File: src/rtl/rate_pkg.sv
// Shared types and helpers for the rate detector: speed codes, detector states and
// the nominal period / timeout arithmetic derived from the clock frequency.
package rate_pkg;

  typedef enum logic [1:0] {
    SPEED_FAST    = 2'b00,
    SPEED_1HZ     = 2'b01,
    SPEED_HALF    = 2'b10,
    SPEED_QUARTER = 2'b11
  } speed_t;

  typedef enum logic [1:0] {
    StIdle,
    StMeasure,
    StTrack,
    StLocked
  } det_state_t;

  // Nominal pulse spacing in clock cycles for a given speed code.
  function automatic int unsigned nominal_period(speed_t code, int unsigned freq);
    int unsigned p;
    case (code)
      SPEED_FAST:    p = 1;
      SPEED_1HZ:     p = freq;
      SPEED_HALF:    p = 2 * freq;
      SPEED_QUARTER: p = 4 * freq;
      default:       p = 1;
    endcase
    return p;
  endfunction

  // Longest interval tracked before a missing pulse is declared.
  function automatic int unsigned tmax_cycles(int unsigned freq);
    return 4 * freq + 2;
  endfunction

  function automatic int unsigned period_width(int unsigned freq);
    return $clog2(4 * freq + 3);
  endfunction

endpackage

File: src/rtl/period_classifier.sv
// Combinational decode of a measured pulse interval into a speed code.
// RATE_DETECT_TOLERANCE_EN widens the 01/10/11 windows to nominal +/-1 cycle.
module period_classifier
  import rate_pkg::*;
#(
  parameter int unsigned ClockFreq = 500,
  parameter int unsigned Width     = period_width(ClockFreq)
) (
  input  logic [Width-1:0] interval_i,
  output logic             match_o,
  output speed_t           code_o
);

`ifdef RATE_DETECT_TOLERANCE_EN
  localparam int unsigned Tol = 1;
`else
  localparam int unsigned Tol = 0;
`endif

  localparam int unsigned Nom1Hz  = nominal_period(SPEED_1HZ, ClockFreq);
  localparam int unsigned NomHalf = nominal_period(SPEED_HALF, ClockFreq);
  localparam int unsigned NomQtr  = nominal_period(SPEED_QUARTER, ClockFreq);

  localparam logic [Width-1:0] Lo1Hz  = Width'(Nom1Hz - Tol);
  localparam logic [Width-1:0] Hi1Hz  = Width'(Nom1Hz + Tol);
  localparam logic [Width-1:0] LoHalf = Width'(NomHalf - Tol);
  localparam logic [Width-1:0] HiHalf = Width'(NomHalf + Tol);
  localparam logic [Width-1:0] LoQtr  = Width'(NomQtr - Tol);
  localparam logic [Width-1:0] HiQtr  = Width'(NomQtr + Tol);
  localparam logic [Width-1:0] OneCyc = Width'(1);

  // Windows cannot overlap: ClockFreq >= 4 keeps F-1 well above the exact 1-cycle code.
  always_comb begin
    match_o = 1'b1;
    code_o  = SPEED_FAST;
    if (interval_i == OneCyc) begin
      code_o = SPEED_FAST;
    end else if (interval_i >= Lo1Hz && interval_i <= Hi1Hz) begin
      code_o = SPEED_1HZ;
    end else if (interval_i >= LoHalf && interval_i <= HiHalf) begin
      code_o = SPEED_HALF;
    end else if (interval_i >= LoQtr && interval_i <= HiQtr) begin
      code_o = SPEED_QUARTER;
    end else begin
      match_o = 1'b0;
    end
  end

endmodule

File: src/rtl/rate_detector.sv
// Pulse-train rate detector: measures inter-pulse spacing, decodes it to a speed code,
// locks after two consecutive equal codes. Optional macro: RATE_DETECT_TOLERANCE_EN.
module rate_detector
  import rate_pkg::*;
#(
  parameter int unsigned CLOCK_FREQUENCY = 500,
  localparam int unsigned W = period_width(CLOCK_FREQUENCY)
) (
  input  logic         ClockIn,
  input  logic         Reset,
  input  logic         PulseIn,
  output logic [1:0]   SpeedOut,
  output logic         Locked,
  output logic         Valid,
  output logic [W-1:0] PeriodOut,
  output logic         Mismatch,
  output logic         Timeout
);

  localparam logic [W-1:0] TMax = W'(tmax_cycles(CLOCK_FREQUENCY));

  det_state_t     state_q, state_d;
  logic [W-1:0]   count_q, count_d;
  speed_t         cand_q, cand_d;
  speed_t         speed_q, speed_d;
  logic [W-1:0]   period_q, period_d;
  logic           valid_q, valid_d;
  logic           mismatch_q, mismatch_d;
  logic           timeout_q, timeout_d;

  logic           cls_match;
  speed_t         cls_code;

  period_classifier #(
    .ClockFreq (CLOCK_FREQUENCY),
    .Width     (W)
  ) u_classifier (
    .interval_i (count_q),
    .match_o    (cls_match),
    .code_o     (cls_code)
  );

  // Cycles since the last pulse, counting the pulse edge as 1 and saturating at TMax.
  always_comb begin
    if (PulseIn) begin
      count_d = W'(1);
    end else if (count_q == TMax) begin
      count_d = count_q;
    end else begin
      count_d = count_q + W'(1);
    end
  end

  always_comb begin
    state_d    = state_q;
    cand_d     = cand_q;
    speed_d    = speed_q;
    period_d   = period_q;
    valid_d    = 1'b0;
    mismatch_d = 1'b0;
    timeout_d  = 1'b0;

    if (PulseIn) begin
      if (state_q == StIdle) begin
        state_d = StMeasure;
      end else begin
        valid_d  = 1'b1;
        period_d = count_q;
        unique case (state_q)
          StMeasure: begin
            if (cls_match) begin
              state_d = StTrack;
              cand_d  = cls_code;
            end else begin
              mismatch_d = 1'b1;
            end
          end
          StTrack: begin
            if (cls_match && cls_code == cand_q) begin
              state_d = StLocked;
              speed_d = cand_q;
            end else if (cls_match) begin
              cand_d = cls_code;
            end else begin
              mismatch_d = 1'b1;
              state_d    = StMeasure;
            end
          end
          StLocked: begin
            if (cls_match && cls_code != cand_q) begin
              state_d = StTrack;
              cand_d  = cls_code;
            end else if (!cls_match) begin
              mismatch_d = 1'b1;
              state_d    = StMeasure;
            end
          end
          default: state_d = StIdle;
        endcase
      end
    end else if (state_q != StIdle && count_q == TMax) begin
      // Missing pulse: drop back to waiting for a fresh reference, keep last speed.
      timeout_d = 1'b1;
      state_d   = StIdle;
    end
  end

  always_ff @(posedge ClockIn) begin
    if (Reset) begin
      state_q    <= StIdle;
      count_q    <= '0;
      cand_q     <= SPEED_FAST;
      speed_q    <= SPEED_FAST;
      period_q   <= '0;
      valid_q    <= 1'b0;
      mismatch_q <= 1'b0;
      timeout_q  <= 1'b0;
    end else begin
      state_q    <= state_d;
      count_q    <= count_d;
      cand_q     <= cand_d;
      speed_q    <= speed_d;
      period_q   <= period_d;
      valid_q    <= valid_d;
      mismatch_q <= mismatch_d;
      timeout_q  <= timeout_d;
    end
  end

  assign SpeedOut  = speed_q;
  assign Locked    = (state_q == StLocked);
  assign Valid     = valid_q;
  assign PeriodOut = period_q;
  assign Mismatch  = mismatch_q;
  assign Timeout   = timeout_q;

endmodule

File: config.mk
export PLATFORM = sky130hd
export DESIGN_NAME = rate_detector
export DESIGN_NICKNAME = d
export VERILOG_FILES = /design/src/rtl/rate_pkg.sv /design/src/rtl/period_classifier.sv /design/src/rtl/rate_detector.sv
export SDC_FILE = /design/constraint.sdc
export NUM_CORES = 1
export LEC_CHECK = 0
export BUFFER_PORTS_ARGS = -buffer_cell sky130_fd_sc_hd__buf_2
export CAP_MARGIN = 20
export CORE_ASPECT_RATIO = 1.25
export CORE_MARGIN = 8
export CORE_UTILIZATION = 35
export DETAILED_ROUTE_END_ITERATION = 10
export PLACE_DENSITY = 0.54
export SYNTH_ARGS = -nofsm -noshare
export SYNTH_HDL_FRONTEND = slang
export SYNTH_SLANG_ARGS = --single-unit
File: constraint.sdc
create_clock -name ClockIn -period 6.4 [get_ports ClockIn]
set_input_delay 1.28 -clock ClockIn [delete_from_list [all_inputs] [get_ports ClockIn]]
set_output_delay 1.28 -clock ClockIn [all_outputs]
set_load 0.02 [all_outputs]
After elaboration in Yosys (flattened, before gate mapping)

Index checks and enable logic that the tools add are counted.
W data, S select, Z words.

Register bits after elaboration: 31
Bits in latches: 0
RAM bits: 0
ROM bits: 0
Output and inout port bits: 17
Logic and storage cells: 74
Memories kept: 0

$add $sub $neg: 1
Multipliers: 0
Div/mod/pow operators: 0
Magnitude comparators: 6
Equal/unequal tests: 11
Shift-type cells: 0
Mux-type cells: 28
Bitwise logic cells: 2
Reduce and logical (&&, ||, !) cells: 17

Operators by type and width:

| kind                    | number |
|---|---|
| $mux W2                 | 14 |
| $pmux W2 S3             | 2 |
| $add A11 B1 Y11 const B | 1 |
| $eq A11 B1 Y1 const B   | 1 |
| $eq A11 B11 Y1 const B  | 1 |
| $ge A11 B10 Y1 const B  | 1 |
| $ge A11 B11 Y1 const B  | 1 |
| $ge A11 B9 Y1 const B   | 1 |
| $le A11 B10 Y1 const B  | 1 |
| $le A11 B11 Y1 const B  | 1 |
| $le A11 B9 Y1 const B   | 1 |
| $mux W1                 | 11 |
| $logic_and A1 B1 Y1     | 6 |
| $reduce_and A5 Y1       | 1 |
| $eq A2 B2 Y1 const B    | 2 |
| $ne A2 B2 Y1 const B    | 2 |
| $ne A4 B4 Y1 const B    | 1 |
| $reduce_and A2 Y1       | 2 |
| $reduce_and A4 Y1       | 1 |
| $reduce_bool A2 Y1      | 2 |
| $reduce_or A2 Y1        | 2 |
| $pmux W1 S3             | 1 |
| $reduce_bool A3 Y1      | 1 |
| $reduce_or A3 Y1        | 1 |
| 6 further kinds         | 7 |

Depth between registers and ports, before layout

Gate-level depths: netlist of run 1.

Word-level depth: 12
Gate-level depth with buffers: 8
Mapped depth without buffers: 8

Cells and area by module

Synthesis of run 1 repeated with hierarchy kept, for this count alone.

Cells, all modules: 176
Area, all modules: 1448.9 sq um

Modules (own cells, without submodules):

| module            | instances | cells an instance | area an instance (sq um) |
|---|---|---|---|
| rate_detector     | 1         | 154               | 1311.3 |
| period_classifier | 1         | 22                | 137.6 |

Least setup slack after synthesis of run 1

No wires, ideal clock.

Path kind: register -> register
From: reg count_q[0]
To: reg speed_q[1] (netlist: SpeedOut[1])
Library setup time: 0.130 ns
Arrival: 1.902 ns
Data required time: 6.270 ns
Path slack: 4.368 ns
Stages on the path, launching flop included: 9
Path buffers: 0
Period minus slack after synthesis: 2.032 ns
Cells stage by stage: dfxtp_1 inv_1 ha_1 nand3_1 nor3_4 or3_2 a221o_1 o21ai_1 a21oi_1

Word-level cells in the longest chain between the ends: 9
Elaborated cells between the ends (all ways): 21

Ends and longest elaborated chain:

| what                                             | line                    | RTL |
|---|---|---|
| from (decl)                                      | rate_detector.sv:23     | `logic [W-1:0] count_q, count_d;` |
| from (signal assigned)                           | rate_detector.sv:120    | `count_q <= count_d;` |
| $ge A11 B11 Y1 or $le A11 B11 Y1 (tied branches) | period_classifier.sv:42 | `end else if (interval_i >= LoQtr && interval_i <= HiQtr) begin` |
| $logic_and A1 B1 Y1                              | period_classifier.sv:42 |  |
| $mux W2                                          | period_classifier.sv:42 |  |
| $mux W2                                          | period_classifier.sv:40 | `end else if (interval_i >= LoHalf && interval_i <= HiHalf) begin` |
| $mux W2                                          | period_classifier.sv:38 | `end else if (interval_i >= Lo1Hz && interval_i <= Hi1Hz) begin` |
| $mux W2                                          | period_classifier.sv:36 | `if (interval_i == OneCyc) begin` |
| $eq A2 B2 Y1                                     | rate_detector.sv:79     | `if (cls_match && cls_code == cand_q) begin` |
| $logic_and A1 B1 Y1 *                            | rate_detector.sv:79     |  |
| $reduce_and A4 Y1 (no line) *                    | n/a                     |  |
| to (signal assigned)                             | rate_detector.sv:122    | `speed_q <= speed_d;` |
| to (decl)                                        | rate_detector.sv:25     | `speed_t speed_q, speed_d;` |

Mark *: on every way between the ends. The rest lies on a longest branch, timed or not.
A chain may end at the register's enable or synchronous reset.

Worst setup path after layout of run 1

From: in PulseIn
To: reg cand_q[0]

Word-level cells in the longest chain between the ends: 1

Ends and longest elaborated chain:

| what                        | line                 | RTL |
|---|---|---|
| from (decl)                 | rate_detector.sv:11  | `input logic PulseIn,` |
| $reduce_and A5 Y1 (no line) | n/a                  |  |
| to (signal assigned)        | rate_detector.sv:121 | `cand_q <= cand_d;` |
| to (decl)                   | rate_detector.sv:24  | `speed_t cand_q, cand_d;` |

No other way between the ends.

==> results.yml, run 1 <==
synth:
  netlist_top_cells_area: "dfxtp_1 (43%), nand2_1 (8.1%), a21oi_1 (6.6%)"
  synthCells: 169
  synth_top_area_share_pct: 43.2
  ys_ff_latch: 31
  yosysSeqAreaShare_pct: 43.2
  synth_enable_flop_cells: 0
  synth_largest_area_cell: "dfxtp_1"
  synth_nets: 176
  synth_ff_type: "dfxtp_1"
  syn_area_mm2: 0.00144
  ys_types: 37
  yosysWarningCount: 0
  syn_area_per_cell_um2: 8.50
  synthArstFlopShare_pct: 0
  netlist_top_cells_count: "dfxtp_1 (31), nand2_1 (31), a21oi_1 (19)"
timing:
  period_share_pct: 37.9
  relSlewSlack_pct: 46.3
  fmax_mhz: 413
  setup_tns_ns: 0
  fin_skew_ns: 0.00203
  rsz0062_at_grt: "false"
  slew_viol_final: 0
  hold_viol_final: 0
  hold-worst-slack_ns: 0.453
  period_needed_ns: 2.42
  tightest_slew_ns: 0.803
  setup_viol_count_final: 0
clocking:
  cts_tree: "built"
  clk_path_buf_depth: 2
  postCtsSetupRepairBufs: 0
  clk_latency_ns: 0.28
  clk_pin_slew_worst_paths_ns: 0.07
  ctsResizeCount: 0
  cts_htree_levels: 2
  numCtsBuffers: 5
  clkSinkCount: 31
  cts_hold_buf: 0
  clockRootBuffer: "clkbuf_8"
setup_path:
  cpPeakStageDelay_ns: 0.66
  cpMostUsedCell: "nor2b_1"
  crit_arrival_ns: 2.63
  cp_slowest_cell: "nor2b_1"
  crit_required_ns: 6.61
  path_class: "in -> reg"
  r2r_slack_ns: 4.14
  startpoint_type: "input pin"
  worstReg2RegEnd: "SpeedOut[1]"
  crit_fanout: 13
  worstReg2RegStart: "count_q[0]"
  end_kind: "flop"
  path_cells: "buf_2 -> nor2b_1 -> o21ai_1 -> nor2b_1 -> nor3_1"
  reg2reg_depth: 8
placed_design:
  hpwl_um: 2350
  place_area_mm2: 0.00155
  io_buffers: 19
  gp_congestion: 0.792
global_routing:
  grt_pass1_vias: 1174
  grt_usage_pct: 10.5
  antenna_found_initial: 0
  grt.overflow.total: 0
  grt_pass1_wl_um: 5280
  grt_max_degree: 21
hold_path:
  hold_path_class: "reg -> reg"
  min_to: "PeriodOut[9]"
  hold_depth: 2
  min_from: "PeriodOut[9]"
finish:
  area_growth_pct: 16.4
  nets: 196
  multiInputGateArea_um2: 753
  fillers: 428
  seq_area_um2: 621
  fin_area_mm2: 0.00167
  drive_gt1_share_pct: 19.5
  post-route-util_pct: 41.8
  n_antenna_cell: 0
power:
  ir_drop_uv: 76.1
  power_density_mw_per_mm2: 251
  power_w: 0.000420
  p_leak_nw: 0.640
detailed_routing:
  ant_nets: 0
  wirelength_um: 3150
  drc_errors: 0
  drtPass1Iterations: 4
  vias: 1222
  vias_per_cell: 4.97
  drt_iter0_drc: 49
  wl_per_cell_um: 12.8
flow_run:
  cap_viol_max_count: 0
floorplan:
  die_x_um: 73.3
  die-area_mm2: 0.00642
  core_area_mm2: 0.00400
  rows: 26
  die_h_um: 87.6
  start_util_pct: 35.9
  ioPinCount: 20
outcome:
  status: "completed"
## report_power, final
part           switching (W)  leakage, nW  internal (W)  total (W)
sequential        0.00000362        0.251      0.000196   0.000199
combinational      0.0000140        0.328    0.00000732  0.0000214
clock              0.0000733       0.0612      0.000126   0.000199
## metal layers
| metal | part of all wire (%) | track usage (%) | vias to the layer above | wire (um) |
|---|---|---|---|---|
| li1 | - | - | 625 | - |
| met1 | 45 | 11.5 | 570 | 1410 |
| met2 | 49 | 17.8 | 21 | 1540 |
| met3 | 4.6 | 3.32 | 6 | 146 |
| met4 | 1.6 | 4.92 | 0 | 51 |
| met5 | 0 | 0 | - | 0 |
## registers in the layout, indices dropped and copies added (netlist names)
signal / count
Mismatch: 1
PeriodOut: 11
SpeedOut: 2
Timeout: 1
Valid: 1
cand_q: 2
count_q: 11
state_q: 2
## area by class of cell
| cell class | instances | share of cell area (%) |
|---|---|---|
| timing repair buffer | 20 | 6.14 |
| clock buffer | 6 | 4.94 |
| tap | 56 | 4.19 |
| clock inverter | 2 | 2.10 |
| sequential | 31 | 37.1 |
| multi-input combinational | 129 | 45.1 |
| inverter | 2 | 0.449 |
## worst max-delay path by stage
stage / start / endpoint / slack, ns / depth (start not counted)
floorplan: count_q[0] / SpeedOut[1] / 4.37 / 8
global placement: PulseIn / cand_q[0] / 3.79 / 5
detailed placement: PulseIn / cand_q[0] / 3.70 / 5
CTS: PulseIn / cand_q[0] / 4.00 / 5
global route: PulseIn / cand_q[0] / 3.80 / 5
finish: PulseIn / cand_q[0] / 3.98 / 5
## through the flow
step	std cells	worst slack, ns
2_1_floorplan	169	4.37
3_3_place_gp	238	3.79
3_5_place_dp	238	3.70
4_1_cts	246	4.00
5_1_grt	246	3.80
6_report	246	3.98
## logic make-up after synthesis
logic type                 synth area share, %
DFF                                       43.2
AOI/OAI and AO/OA                         12.8
buffers and inverters                     4.36
and+or+nand+nor                           31.3
adders and majority gates                 3.48
xor gates and xnor gates                  4.88
## cells in the final DEF (no fill, tap or decap), drive strengths merged, types with 2 or more instances in the layout
| master | Yosys | layout |
|---|---|---|
| or3 | 5 | 5 |
| and4 | 3 | 3 |
| and2 | 2 | 2 |
| nand3 | 7 | 7 |
| nor4b | 2 | 2 |
| o21ai | 10 | 10 |
| and3 | 3 | 3 |
| dfxtp | 31 | 31 |
| nand2 | 31 | 31 |
| clkbuf | 3 | 6 |
| nand4 | 3 | 3 |
| inv | 2 | 2 |
| nor2 | 14 | 14 |
| nor3 | 6 | 6 |
| buf | 2 | 20 |
| nor2b | 3 | 3 |
| ha | 4 | 4 |
| xnor2 | 3 | 3 |
| or2 | 2 | 2 |
| a21oi | 19 | 19 |
| xor2 | 5 | 5 |
## critical path, delay by kind of cell
kind | cells | cell delay, ns
AO/OA/AOI/OAI | 1 | 0.22
buffers and inverters | 1 | 0.13
AND/OR/NAND/NOR | 3 | 1.00
(Power assumes the default switching activity.)
==> inputs of run 2 (changes only) <==
==> constraint.sdc (replaced) <==
create_clock -name ClockIn -period 2.45 [get_ports ClockIn]
set_input_delay 0.49 -clock ClockIn [delete_from_list [all_inputs] [get_ports ClockIn]]
set_output_delay 0.49 -clock ClockIn [all_outputs]
set_load 0.02 [all_outputs]
==> run 2 against run 1 <==
Non-clock buffer count rose by 3. Critical endpoint is now SpeedOut[0]. Global-route usage grew 0.22 points. Sequential share of layout area is 0.31 points higher. Worst hold slack about the same. Largest cell class unchanged. Setup slack lost 3.5 ns.
==> results.yml, run 2 (synthesis results as in run 1) <==
floorplan:
  die_x_um: 73.3
  die_h_um: 87.6
  start_util_pct: 35.9
  ioPinCount: 20
  core_area_mm2: 0.00400
  rows: 26
  die-area_mm2: 0.00642
clocking:
  cts_tree: "built"
  clkSinkCount: 31
  clk_pin_slew_worst_paths_ns: 0.06
  clockRootBuffer: "clkbuf_8"
  numCtsBuffers: 5
  postCtsSetupRepairBufs: 0
  clk_path_buf_depth: 2
  ctsResizeCount: 0
  clk_latency_ns: 0.28
  cts_hold_buf: 0
  cts_htree_levels: 2
detailed_routing:
  drc_errors: 0
  vias_per_cell: 5.03
  wirelength_um: 3210
  drtPass1Iterations: 4
  ant_nets: 0
  wl_per_cell_um: 12.9
  drt_iter0_drc: 42
  vias: 1253
global_routing:
  grt_pass1_wl_um: 5420
  grt_pass1_vias: 1261
  grt_usage_pct: 10.7
  grt.overflow.total: 0
  antenna_found_initial: 0
  grt_max_degree: 21
power:
  p_leak_nw: 0.637
  power_density_mw_per_mm2: 577
  swShare_pct: 23.4
  internal_power_w: 0.000733
  pwr-share-clk_pct: 39.2
  seqPwrFrac_pct: 54.0
  ir_drop_uv: 252
  p_comb_share_pct: 6.8
  p_sw_w: 0.000224
finish:
  fillers: 418
  mostFrequentLayoutCells: "dfxtp_1 (31), nand2_1 (31), a21oi_1 (19), buf_2 (19), nor2_1 (14)"
  multiInputGateArea_um2: 753
  drive_gt1_share_pct: 19.7
  area_growth_pct: 15.4
  fin_area_mm2: 0.00166
  nets: 199
  post-route-util_pct: 41.4
  seq_area_um2: 621
  n_antenna_cell: 0
placed_design:
  place_area_mm2: 0.00158
  pre_cts_ws_ns: 0.472
  gp_congestion: 0.804
  io_buffers: 19
  hpwl_um: 2400
timing:
  slew_viol_final: 0
  relSlewSlack_pct: 72.2
  rsz0062_at_grt: "false"
  period_share_pct: 80.3
  setup_viol_count_final: 0
  fin_skew_ns: 0.00576
  hold-worst-slack_ns: 0.453
  setup_tns_ns: 0
  fin_ws_ns: 0.483
  tightest_slew_ns: 0.416
  hold_viol_final: 0
  period_needed_ns: 1.97
  fmax_mhz: 508
setup_path:
  end_kind: "flop"
  crit_required_ns: 2.60
  path_class: "reg -> reg"
  startpoint_type: "flop"
  crit_arrival_ns: 2.12
  crit_fanout: 7
outcome:
  status: "completed"
flow_run:
  cap_viol_max_count: 0
hold_path:
  hold_path_class: "reg -> reg"
run 2: critical path, stage by stage (launching register included):
cell and delay (ns):
dfxtp_1 0.32, inv_1 0.06, ha_1 0.21, nand3_1 0.12
nor3_4 0.07, or3_2 0.48, a221o_1 0.38, o21ai_1 0.14
a21oi_1 0.07
run 2: area by class of cell:
| class | instances | share of cell area, % |
|---|---|---|
| Timing Repair Buffer | 23 | 7.55 |
| Multi-Input combinational cell | 129 | 45.4 |
| Tap cell | 56 | 4.23 |
| Sequential cell | 31 | 37.4 |
| Clock inverter | 1 | 0.302 |
| Clock buffer | 7 | 4.60 |
| Inverter | 2 | 0.453 |
run 2: through the flow:
stage | instances | total power (W)
finish | 249 | 0.000957
global route | 249 | 0.00101
CTS | 249 | 0.000970
detailed placement | 241 | 0.000592
global placement | 241 | 0.000591
floorplan | 169 | 0.000572
run 2: power groups by stage:
stage / sequential (W) / clock, W / combinational [W]
2_1_floorplan: 0.000531 / 0 / 0.0000412
3_3_place_gp: 0.000527 / 0 / 0.0000642
3_5_place_dp: 0.000527 / 0 / 0.0000648
4_1_cts: 0.000516 / 0.000388 / 0.0000654
5_1_grt: 0.000516 / 0.000417 / 0.0000732
6_report: 0.000516 / 0.000375 / 0.0000652
run 2: path summary, 6_finish.rpt:
check | startpoint | endpoint | slack, ns | depth (start not counted)
max | count_q[0] | SpeedOut[0] | 0.48 | 8
min | PeriodOut[5] | PeriodOut[5] | 0.45 | 2
max reg2reg | count_q[0] | SpeedOut[0] | 0.48 | 8
min reg2reg | PeriodOut[5] | PeriodOut[5] | 0.45 | 2
run 2: layer usage:
metal / global-route usage (%) / part of all wire (%) / vias to the layer above
li1: - / - / 629
met1: 10.4 / 43 / 590
met2: 19.8 / 51 / 28
met3: 3.32 / 4.4 / 6
met4: 5.46 / 1.5 / 0
met5: 0 / 0 / -
==> inputs of run 3 (changes only) <==
==> constraint.sdc (replaced) <==
create_clock -name ClockIn -period 1.9 [get_ports ClockIn]
set_input_delay 0.38 -clock ClockIn [delete_from_list [all_inputs] [get_ports ClockIn]]
set_output_delay 0.38 -clock ClockIn [all_outputs]
set_load 0.02 [all_outputs]
==> run 3 against run 2 <==
The run now ends with setup timing left. Combinational power increased by 42%. Clock skew decreased by 0.0013 ns. Register-to-register slack got worse by 0.52 ns. Sequential cell count unchanged. First-iteration DRC count increased by 45%. Clock power increased by 63%. Count of clock-buffer cells in the layout unchanged. Total power increased by 43%. Sequential power increased by 29%. Utilization increased by 3.9 points. Critical endpoint is now SpeedOut[1].
==> results.yml, run 3 (synthesis results as in run 1) <==
clocking:
  numCtsBuffers: 5
  clk_latency_ns: 0.28
  clk_path_buf_depth: 2
  clk_pin_slew_worst_paths_ns: 0.07
  cts_htree_levels: 2
  cts_tree: "built"
  clkSinkCount: 31
  clockRootBuffer: "clkbuf_8"
detailed_routing:
  wl_per_cell_um: 13.5
  wirelength_um: 3470
  drt_iter0_drc: 61
  ant_nets: 0
  drtPass1Iterations: 4
  vias_per_cell: 4.95
  vias: 1277
  drc_errors: 0
placed_design:
  hpwl_um: 2660
  gp_congestion: 0.810
  io_buffers: 19
setup_path:
  path_class: "reg -> reg"
  crit_required_ns: 2.05
  crit_fanout: 3
  startpoint_type: "flop"
  crit_arrival_ns: 2.09
  end_kind: "flop"
timing:
  fmax_mhz: 515
  hold-worst-slack_ns: 0.409
  slew_viol_final: 0
  relSlewSlack_pct: 76.3
  hold_viol_final: 0
  fin_skew_ns: 0.00444
  rsz0062_at_grt: "true"
  period_needed_ns: 1.94
  setup_viol_count_final: 2
  tightest_slew_ns: 0.356
  period_share_pct: 102
  fin_ws_ns: -0.0419
floorplan:
  ioPinCount: 20
  rows: 26
  die-area_mm2: 0.00642
  start_util_pct: 35.9
  core_area_mm2: 0.00400
  die_x_um: 73.3
  die_h_um: 87.6
finish:
  post-route-util_pct: 45.3
  mostFrequentLayoutCells: "nand2_1 (31), dfxtp_1 (26), a21oi_1 (19), buf_2 (19), nor2_1 (14)"
  drive_gt1_share_pct: 31.7
  fillers: 436
  area_growth_pct: 26.2
  n_antenna_cell: 0
  nets: 208
  layout_commonest_cell: "nand2_1"
outcome:
  status: "finished with violations"
  violations: "setup timing"
power:
  power_density_mw_per_mm2: 756
  p_leak_nw: 0.704
  ir_drop_uv: 404
global_routing:
  grt_pass1_wl_um: 5700
  grt.overflow.total: 0
  grt_max_degree: 21
  antenna_found_initial: 0
  grt_pass1_vias: 1274
  grt_usage_pct: 11.3
flow_run:
  cap_viol_max_count: 0
hold_path:
  hold_path_class: "in -> reg"
-- run 3: cell count changes in the layout (fill, tap and decap cells not counted), moves of 4 or more --
cell,previous run,this run
dfxtp_2,0,4
dfxtp_1,31,26
o21ai_2,0,4
buf_4,4,13
o21ai_1,5,1
-- run 3: repair_timing --
action	in CTS	in global routing
setup endpoints to repair	2	4
resized for setup	5	10
buffers inserted	0	1
pin swaps	6	8
hold buffers	0	0
-- run 3: worst paths after layout --
path	startpoint	endpoint	slack, ns	cells after the start
min	PulseIn	count_q[0]	0.41	3
max	count_q[0]	SpeedOut[1]	-0.04	9
max reg2reg	count_q[0]	SpeedOut[1]	-0.04	9
min reg2reg	PeriodOut[1]	PeriodOut[1]	0.45	2
-- run 3: metrics by stage --
step / area (um^2) / std cells / power, W / setup WS (ns) / setup TNS [ns]
after floorplan: 1440 / 169 / 0.000738 / -0.00704 / -0.0136
after global placement: 1640 / 249 / 0.000764 / 0.00486 / 0
after detailed placement: 1640 / 249 / 0.000766 / -0.0744 / -0.144
after CTS: 1780 / 257 / 0.00138 / 0.00450 / 0
after global routing: 1810 / 258 / 0.00142 / -0.143 / -0.257
final: 1810 / 258 / 0.00137 / -0.0419 / -0.0532
-- run 3: power by group --
part | internal (W) | switching (W) | total (W)
sequential | 0.000659 | 0.00000717 | 0.000666
clock | 0.000371 | 0.000240 | 0.000611
combinational | 0.0000338 | 0.0000591 | 0.0000928
-- run 3: worst max-delay path, stage by stage, from the launching register on --
cell	delay, ns
dfxtp_4	0.35
inv_2	0.04
ha_4	0.15
nand4b_1	0.13
nor4b_4	0.07
buf_4	0.15
or3_4	0.34
a221o_1	0.36
o21ai_1	0.14
a21oi_1	0.08
-- run 3: layout make-up --
| cell class | count | area (um^2) | area share, % |
|---|---|---|---|
| Clock inverter | 1 | 5.00 | 0.276 |
| Multi-Input combinational cell | 129 | 801 | 44.2 |
| Tap cell | 56 | 70.1 | 3.86 |
| Clock buffer | 7 | 108 | 5.94 |
| Inverter | 2 | 7.51 | 0.414 |
| Sequential cell | 31 | 629 | 34.7 |
| Timing Repair Buffer | 32 | 193 | 10.6 |
-- run 3: layer usage --
metal  GRT usage [%]  part of all wire, %
met2            20.6                   54
met1            11.6                   42
met4            4.92                 0.92
met3            3.21                  3.5
met5               0                    0
